**src/rtl/fetch_pkg.sv**
```systemverilog
// Shared types and constants for the instruction fetch stage.
package fetch_pkg;

    localparam int XLEN     = 32;
    localparam int OPCODE_W = 7;

    localparam logic [XLEN-1:0] NOP_INSTR = 32'h0000_0013;

    typedef enum logic {
        BOOT = 1'b0,
        RUN  = 1'b1
    } fetch_state_e;

    typedef struct packed {
        logic [XLEN-1:0] instr;
        logic [XLEN-1:0] pc;
    } fetch_entry_t;

    // Clears the byte-offset bits so every fetch address is word aligned.
    function automatic logic [XLEN-1:0] align_word(input logic [XLEN-1:0] addr);
        return addr & 32'hFFFF_FFFC;
    endfunction

endpackage

```
**src/rtl/fetch_checker.sv**
```systemverilog
// Protocol invariants of the fetch stage; simulation-only companion of the top.
module fetch_checker (
    input logic       clk,
    input logic       rst_n,
    input logic       rvalid,
    input logic       push,
    input logic [1:0] fifo_cnt,
    input logic [1:0] out_cnt,
    input logic [1:0] pcq_cnt
);

    push_into_full: assert property (@(posedge clk) disable iff (!rst_n)
        push |-> (fifo_cnt != 2'd2));

    resp_has_tag: assert property (@(posedge clk) disable iff (!rst_n)
        rvalid |-> (pcq_cnt != 2'd0));

    out_bounded: assert property (@(posedge clk) disable iff (!rst_n)
        out_cnt <= 2'd2);

endmodule

```
**src/rtl/fetch_fifo.sv**
```systemverilog
// Two-entry FIFO with synchronous flush; the entry type is a parameter so the
// same block serves as the instruction buffer and the in-flight PC tag queue.
module fetch_fifo
    import fetch_pkg::*;
#(
    parameter type ENTRY_T = fetch_entry_t
) (
    input  logic       clk,
    input  logic       rst_n,
    input  logic       flush,
    input  logic       push,
    input  ENTRY_T     push_data,
    input  logic       pop,
    output logic [1:0] count,
    output ENTRY_T     head
);

    ENTRY_T     mem_r [2];
    logic       rd_ptr_r;
    logic       wr_ptr_r;
    logic [1:0] cnt_r;
    logic [1:0] cnt_next_s;
    logic       do_push_s;
    logic       do_pop_s;

    assign do_push_s = push && (cnt_r != 2'd2);
    assign do_pop_s  = pop && (cnt_r != 2'd0);
    assign count     = cnt_r;
    assign head      = mem_r[rd_ptr_r];

    // Occupancy update; simultaneous push and pop leave it unchanged.
    always_comb begin
        cnt_next_s = cnt_r;
        case ({do_push_s, do_pop_s})
            2'b10:   cnt_next_s = cnt_r + 2'd1;
            2'b01:   cnt_next_s = cnt_r - 2'd1;
            default: cnt_next_s = cnt_r;
        endcase
    end

    // Storage and pointers; flush wins over any push or pop in the same cycle.
    always_ff @(posedge clk or negedge rst_n) begin
        if (!rst_n) begin
            mem_r[0] <= '0;
            mem_r[1] <= '0;
            rd_ptr_r <= 1'b0;
            wr_ptr_r <= 1'b0;
            cnt_r    <= 2'd0;
        end else if (flush) begin
            rd_ptr_r <= 1'b0;
            wr_ptr_r <= 1'b0;
            cnt_r    <= 2'd0;
        end else begin
            if (do_push_s) begin
                mem_r[wr_ptr_r] <= push_data;
                wr_ptr_r        <= ~wr_ptr_r;
            end
            if (do_pop_s) begin
                rd_ptr_r <= ~rd_ptr_r;
            end
            cnt_r <= cnt_next_s;
        end
    end

endmodule

```
**src/rtl/instr_fetch_unit.sv**
```systemverilog
// Fetch stage: owns the PC, issues credit-limited memory requests, buffers
// responses with their PCs and hands them to decode over valid/ready.
module instr_fetch_unit
    import fetch_pkg::*;
#(
    parameter logic [31:0] RESET_PC        = 32'h0000_0000,
    parameter int          MAX_OUTSTANDING = 2
) (
    input  logic                clk_i,
    input  logic                rst_ni,
    output logic                imem_req_o,
    output logic [XLEN-1:0]     imem_addr_o,
    input  logic                imem_gnt_i,
    input  logic                imem_rvalid_i,
    input  logic [XLEN-1:0]     imem_rdata_i,
    input  logic                redirect_i,
    input  logic [XLEN-1:0]     redirect_pc_i,
    output logic                instr_valid_o,
    input  logic                instr_ready_i,
    output logic [XLEN-1:0]     instr_o,
    output logic [XLEN-1:0]     instr_pc_o,
    output logic [OPCODE_W-1:0] opcode_o
);

    localparam logic [2:0] CREDIT_LIMIT = 3'(MAX_OUTSTANDING);

    fetch_state_e    state_r, state_next_s;
    logic [XLEN-1:0] fetch_pc_r, fetch_pc_next_s;
    logic [1:0]      out_cnt_r, out_cnt_next_s;
    logic [1:0]      disc_cnt_r, disc_cnt_next_s;
    logic [1:0]      fifo_cnt_s;
    logic [1:0]      pcq_cnt_s;
    fetch_entry_t    fifo_head_s;
    fetch_entry_t    fifo_push_data_s;
    logic [XLEN-1:0] pcq_head_s;
    logic            credit_ok_s;
    logic            grant_s;
    logic            drop_s;
    logic            push_s;
    logic            pop_s;

    // Outstanding requests plus buffered entries never exceed the FIFO depth,
    // so a returning response always has room.
    assign credit_ok_s   = ({1'b0, out_cnt_r} + {1'b0, fifo_cnt_s}) < CREDIT_LIMIT;
    assign imem_req_o    = (state_r == RUN) && !redirect_i && credit_ok_s;
    assign imem_addr_o   = fetch_pc_r;
    assign grant_s       = imem_req_o && imem_gnt_i;
    assign drop_s        = imem_rvalid_i && (disc_cnt_r != 2'd0);
    assign push_s        = imem_rvalid_i && !drop_s;
    assign instr_valid_o = (fifo_cnt_s != 2'd0);
    assign pop_s         = instr_valid_o && instr_ready_i;

    assign fifo_push_data_s = '{instr: imem_rdata_i, pc: pcq_head_s};
    assign instr_o          = instr_valid_o ? fifo_head_s.instr : NOP_INSTR;
    assign instr_pc_o       = instr_valid_o ? fifo_head_s.pc : 32'h0000_0000;
    assign opcode_o         = instr_o[OPCODE_W-1:0];

    // BOOT holds off requests for exactly one cycle after reset.
    always_comb begin
        state_next_s = state_r;
        case (state_r)
            BOOT:    state_next_s = RUN;
            RUN:     state_next_s = RUN;
            default: state_next_s = BOOT;
        endcase
    end

    // PC and counter next values; a redirect re-arms discards for every
    // request still in flight after this cycle's response.
    always_comb begin
        fetch_pc_next_s = fetch_pc_r;
        out_cnt_next_s  = out_cnt_r;
        disc_cnt_next_s = disc_cnt_r;

        if (redirect_i) begin
            fetch_pc_next_s = align_word(redirect_pc_i);
        end else if (grant_s) begin
            fetch_pc_next_s = fetch_pc_r + 32'd4;
        end else begin
            fetch_pc_next_s = fetch_pc_r;
        end

        case ({grant_s, imem_rvalid_i})
            2'b10:   out_cnt_next_s = out_cnt_r + 2'd1;
            2'b01:   out_cnt_next_s = out_cnt_r - 2'd1;
            default: out_cnt_next_s = out_cnt_r;
        endcase

        if (redirect_i) begin
            disc_cnt_next_s = out_cnt_r - {1'b0, imem_rvalid_i};
        end else if (drop_s) begin
            disc_cnt_next_s = disc_cnt_r - 2'd1;
        end else begin
            disc_cnt_next_s = disc_cnt_r;
        end
    end

    // State, PC and counter registers.
    always_ff @(posedge clk_i or negedge rst_ni) begin
        if (!rst_ni) begin
            state_r    <= BOOT;
            fetch_pc_r <= RESET_PC;
            out_cnt_r  <= 2'd0;
            disc_cnt_r <= 2'd0;
        end else begin
            state_r    <= state_next_s;
            fetch_pc_r <= fetch_pc_next_s;
            out_cnt_r  <= out_cnt_next_s;
            disc_cnt_r <= disc_cnt_next_s;
        end
    end

    fetch_fifo #(.ENTRY_T(fetch_entry_t)) instr_fifo (
        .clk       (clk_i),
        .rst_n     (rst_ni),
        .flush     (redirect_i),
        .push      (push_s),
        .push_data (fifo_push_data_s),
        .pop       (pop_s),
        .count     (fifo_cnt_s),
        .head      (fifo_head_s)
    );

    // Tags survive redirects: discarded responses still consume their entry.
    fetch_fifo #(.ENTRY_T(logic [XLEN-1:0])) pc_queue (
        .clk       (clk_i),
        .rst_n     (rst_ni),
        .flush     (1'b0),
        .push      (grant_s),
        .push_data (fetch_pc_r),
        .pop       (imem_rvalid_i),
        .count     (pcq_cnt_s),
        .head      (pcq_head_s)
    );

    fetch_checker checker_inst (
        .clk      (clk_i),
        .rst_n    (rst_ni),
        .rvalid   (imem_rvalid_i),
        .push     (push_s),
        .fifo_cnt (fifo_cnt_s),
        .out_cnt  (out_cnt_r),
        .pcq_cnt  (pcq_cnt_s)
    );

endmodule

```
**config.mk**
```make
export PLATFORM = sky130hd
export DESIGN_NAME = instr_fetch_unit
export DESIGN_NICKNAME = d
export VERILOG_FILES = /design/src/rtl/fetch_pkg.sv /design/src/rtl/fetch_checker.sv /design/src/rtl/fetch_fifo.sv /design/src/rtl/instr_fetch_unit.sv
export SDC_FILE = /design/constraint.sdc
export NUM_CORES = 1
export LEC_CHECK = 0
export CAP_MARGIN = 15
export CORE_MARGIN = 4
export CORE_UTILIZATION = 49
export CTS_CLUSTER_DIAMETER = 120
export DETAILED_ROUTE_END_ITERATION = 6
export PLACE_DENSITY_LB_ADDON = 0.1
export SETUP_SLACK_MARGIN = 0.5
export SYNTH_ARGS = -nofsm -noshare
export SYNTH_HDL_FRONTEND = slang
export SYNTH_HIERARCHICAL = 1
export SYNTH_SLANG_ARGS = --single-unit
```
**constraint.sdc**
```tcl
create_clock -name clk_i -period 3.46 [get_ports clk_i]
set_clock_uncertainty 0.15 [all_clocks]
set_input_delay 1.038 -clock clk_i [delete_from_list [all_inputs] [get_ports clk_i]]
set_output_delay 1.038 -clock clk_i [all_outputs]
set_load 0.02 [all_outputs]
```
==> results.py <==
metrics = {
    "status": {
        "status": "complete, no violations",
    },
    "yosys": {
        "yosys-top-cells-area": "dfrtp_1 (52%), mux2_2 (28%), and2_1 (3.7%), buf_6 (1.1%), or4_1 (1.1%)",
        "synth-seq-cells": 235,
        "synth_edf_count": 0,
        "yosys.area.top_type": "dfrtp_1",
        "synth_cell_types": 48,
        "synth_flop_cell": "dfrtp_1",
        "ys_seq_area_share_pct": 51.8,
        "async_flop_share_pct": 100,
        "syn_area_mm2": 0.0113,
        "syn_area_per_cell_um2": 12.8,
        "ys_warn_count": 6,
        "yosysTopAreaCellShare_pct": 51.8,
        "synthCells": 883,
    },
    "final_layout": {
        "fillers": 1707,
        "nNetsFinal": 1176,
        "diodes": 0,
        "ff_latch_area_mm2": 0.00589,
        "layout-drive-gt1-share_pct": 49.4,
        "fin_util_pct": 68.1,
        "area_delta_synth_final_pct": 36.2,
        "multi_input_area_mm2": 0.00541,
    },
    "timing": {
        "maxSlewHeadroom_pct": 57.1,
        "period_share_pct": 90.9,
        "setup_viol_count_final": 0,
        "fmax_mhz": 318,
        "fin_hold_ws_ns": 0.334,
        "finalWorstSetupSlack_ns": 0.316,
        "fin_crit_ns": 3.14,
        "rsz0062_at_grt": "true",
        "slew_viol_final": 0,
        "hold_viol": 0,
        "tightest_slew_ns": 0.642,
    },
    "route": {
        "drt_iter0_markers": 377,
        "drc": 0,
        "finalWirelength_um": 29400,
        "dr_wl_met3_um": 1160,
        "vias": 7751,
        "ant_nets": 0,
        "route.met2.wl_um": 14900,
        "top_layer": "met4",
        "vias_per_cell": 5.52,
        "drt-pass1-iter-count": 4,
        "wl_met1_um": 12900,
        "wl_per_cell_um": 20.9,
    },
    "power": {
        "p_sw_mw": 3.26,
        "pwr-share-seq_pct": 37.9,
        "p_clk_share_pct": 26.4,
        "swShare_pct": 29.1,
        "ir_worst_vdd_v": 0.000391,
        "internal_power_mw": 7.93,
        "powerDensity_mw_per_mm2": 724,
        "total_leakage_power_nw": 6.89,
        "combPwrFrac_pct": 35.7,
    },
    "placed_design": {
        "pre_cts_slack_ns": -0.0620,
        "place.gp.congestion": 0.764,
        "port_buffers": 170,
        "post-dp-hpwl_um": 16100,
    },
    "critical_path": {
        "crit_path_frequent_cell": "buf_12",
        "crit_chain": "buf_12 > buf_12 > buf_16 > mux2_4 > and2_4 > buf_6",
        "end_kind": "output pin",
        "crit_required_ns": 2.27,
        "critPathMaxFanout": 6,
        "worstSetupStartpointType": "flip-flop",
        "slowest_delay_ns": 0.44,
        "arrival_ns": 1.96,
        "crit_type": "reg -> out",
        "crit_slowest_cell": "dfrtp_2",
    },
    "global_routing": {
        "grt_max_degree": 77,
        "track_usage_pct": 20.5,
        "overflow": 0,
        "grt_pass1_wl_um": 42800,
        "antenna_found_initial": 0,
        "grt_pass1_vias": 7936,
    },
    "clock_tree": {
        "clkSlewWorstSetupHoldPaths_ns": 0.06,
        "cts_tree": "done",
        "hold_buffers": 0,
        "numCtsBuffers": 27,
        "clock_path_buffers": 3,
        "cts_root_buf": "clkbuf_16",
        "clock_sinks": 235,
        "clk_latency_ns": 0.53,
        "htreeDepth": 1,
    },
    "die": {
        "coreArea_mm2": 0.0227,
        "dieArea_mm2": 0.0257,
        "die_h_um": 160,
        "die_w_um": 160,
        "io_pins": 175,
        "initial_utilization_pct": 50.0,
        "placementRows": 55,
    },
    "min_path": {
        "hold_path_class": "reg -> reg",
    },
    "flow_run": {
        "cap_violations": 0,
    },
}
[layout make-up]
cell class                      count  share of cell area (%)
Multi-Input combinational cell    590                    35.0
Clock inverter                     11                    1.05
Inverter                           12                   0.291
Timing Repair Buffer              235                    18.3
Clock buffer                       37                    4.94
Sequential cell                   235                    38.1
Tap cell                          285                    2.31
[power by group through the flow]
| stage | sequential, mW | combinational (mW) | clock [mW] |
|---|---|---|---|
| finish | 4.24 | 4.00 | 2.95 |
| global route | 4.37 | 4.28 | 3.13 |
| CTS | 4.23 | 3.35 | 3.01 |
| detailed placement | 4.28 | 3.24 | 0 |
| global placement | 4.23 | 3.18 | 0 |
| floorplan | 4.14 | 2.23 | 0 |
[synth_stat cells (2+ instances only)]
library cell and number:
a21o_1 2, a21oi_1 10, a31oi_1 16, and2_1 68, and4_1 3, buf_2 13, buf_4 9, buf_6 11
clkbuf_1 26, conb_1 2, dfrtp_1 235, ha_1 4, inv_1 11, mux2_1 9, mux2_2 279, mux2i_1 3
nand2_1 26, nand2b_1 6, nand3_1 12, nand3b_1 3, nand4_1 8, nand4b_1 2, nor2_1 23, nor2b_1 3
nor3_1 4, nor3b_1 2, nor4_4 2, o211ai_1 5, o21ai_0 17, o21ai_1 4, o31ai_1 12, or2_2 3
or3_1 7, or4_1 16, xnor2_1 9, xor2_1 6
[cell families (layout without fill, tap and decap cells)]
| kind of cell | Yosys count | in the layout | synth area share, % |
|---|---|---|---|
| AOI/OAI and AO/OA | 68 | 68 | 3.65 |
| muxes | 291 | 291 | 28.8 |
| other | 2 | 13 | 0.0662 |
| xor gates and xnor gates | 15 | 15 | 1.16 |
| and+or+nand+nor | 195 | 198 | 10.3 |
| DFF | 235 | 235 | 51.8 |
| buffers and inverters | 72 | 295 | 3.55 |
| adders and majority gates | 5 | 5 | 0.618 |
[metrics by stage]
stage	power (mW)	area, um^2	std cells	setup TNS (ns)
6_report	11.2	15500	1405	0
5_1_grt	11.8	15500	1405	0
4_1_cts	10.6	14600	1376	0
3_5_place_dp	7.52	13400	1315	-0.0620
3_3_place_gp	7.42	13400	1315	-0.0597
2_1_floorplan	6.37	11400	894	0
[final timing paths]
check | depth (start not counted) | from | slack [ns] | to
hold / removal | 1 | pc_queue/mem_r[41] | 0.33 | pc_queue/mem_r[41]
setup / recovery | 6 | instr_fifo/rd_ptr_r | 0.32 | instr_o[10]
max in group asynchronous | 2 | rst_ni | 1.96 | imem_addr_o[6]
min in group asynchronous | 1 | rst_ni | 0.34 | imem_addr_o[28]
setup reg to reg | 11 | instr_fifo/count[0] | 0.35 | pc_queue/mem_r[57]
hold reg to reg | 1 | pc_queue/mem_r[41] | 0.33 | pc_queue/mem_r[41]
[repair_timing]
action,4_1_cts,5_1_grt
buffers inserted,6,13
endpoints found under the setup margin,102,119
pin swaps,3,53
gates resized for setup,356,208
cloned,7,16
[critical path: cells and delay by family (launching register included)]
kind	cells	cell delay (ns)
buf+inv	4	0.56
flops	1	0.44
mux	1	0.29
simple gates	1	0.14
[state kept, by name, summed over array words and instances (netlist names)]
register             flops
out_cnt_r                2
imem_addr_o             30
pc_queue/rd_ptr_r        1
pc_queue/mem_r          64
pc_queue/count           2
state_r                  1
instr_fifo/wr_ptr_r      1
instr_fifo/mem_r       128
pc_queue/wr_ptr_r        1
instr_fifo/count         2
instr_fifo/rd_ptr_r      1
disc_cnt_r               2
[layer usage]
layer / vias up / global-route usage (%)
met1: 3945 / 26.7
li1: 3592 / -
met5: - / 0
met2: 186 / 36.5
met3: 28 / 3.15
met4: 0 / 3.91
[cell usage in the layout, fill, tap and decap left out, types with 6 or more instances in the layout]
cell / n
mux2_2: 273
dfrtp_1: 227
clkdlybuf4s50_1: 94
buf_6: 76
and2_4: 61
clkbuf_16: 37
buf_4: 27
nand2_1: 26
nor2_1: 23
o21ai_0: 17
buf_12: 16
a31oi_1: 15
or4_1: 14
conb_1: 13
nand3_1: 12
o31ai_1: 11
inv_1: 10
a21oi_1: 10
xnor2_1: 9
nand4_1: 8
dfrtp_2: 8
mux2_1: 8
and2_1: 7
or3_1: 7
buf_16: 7
mux2_4: 7
xor2_1: 6
Power figures use the tool's default switching activity.
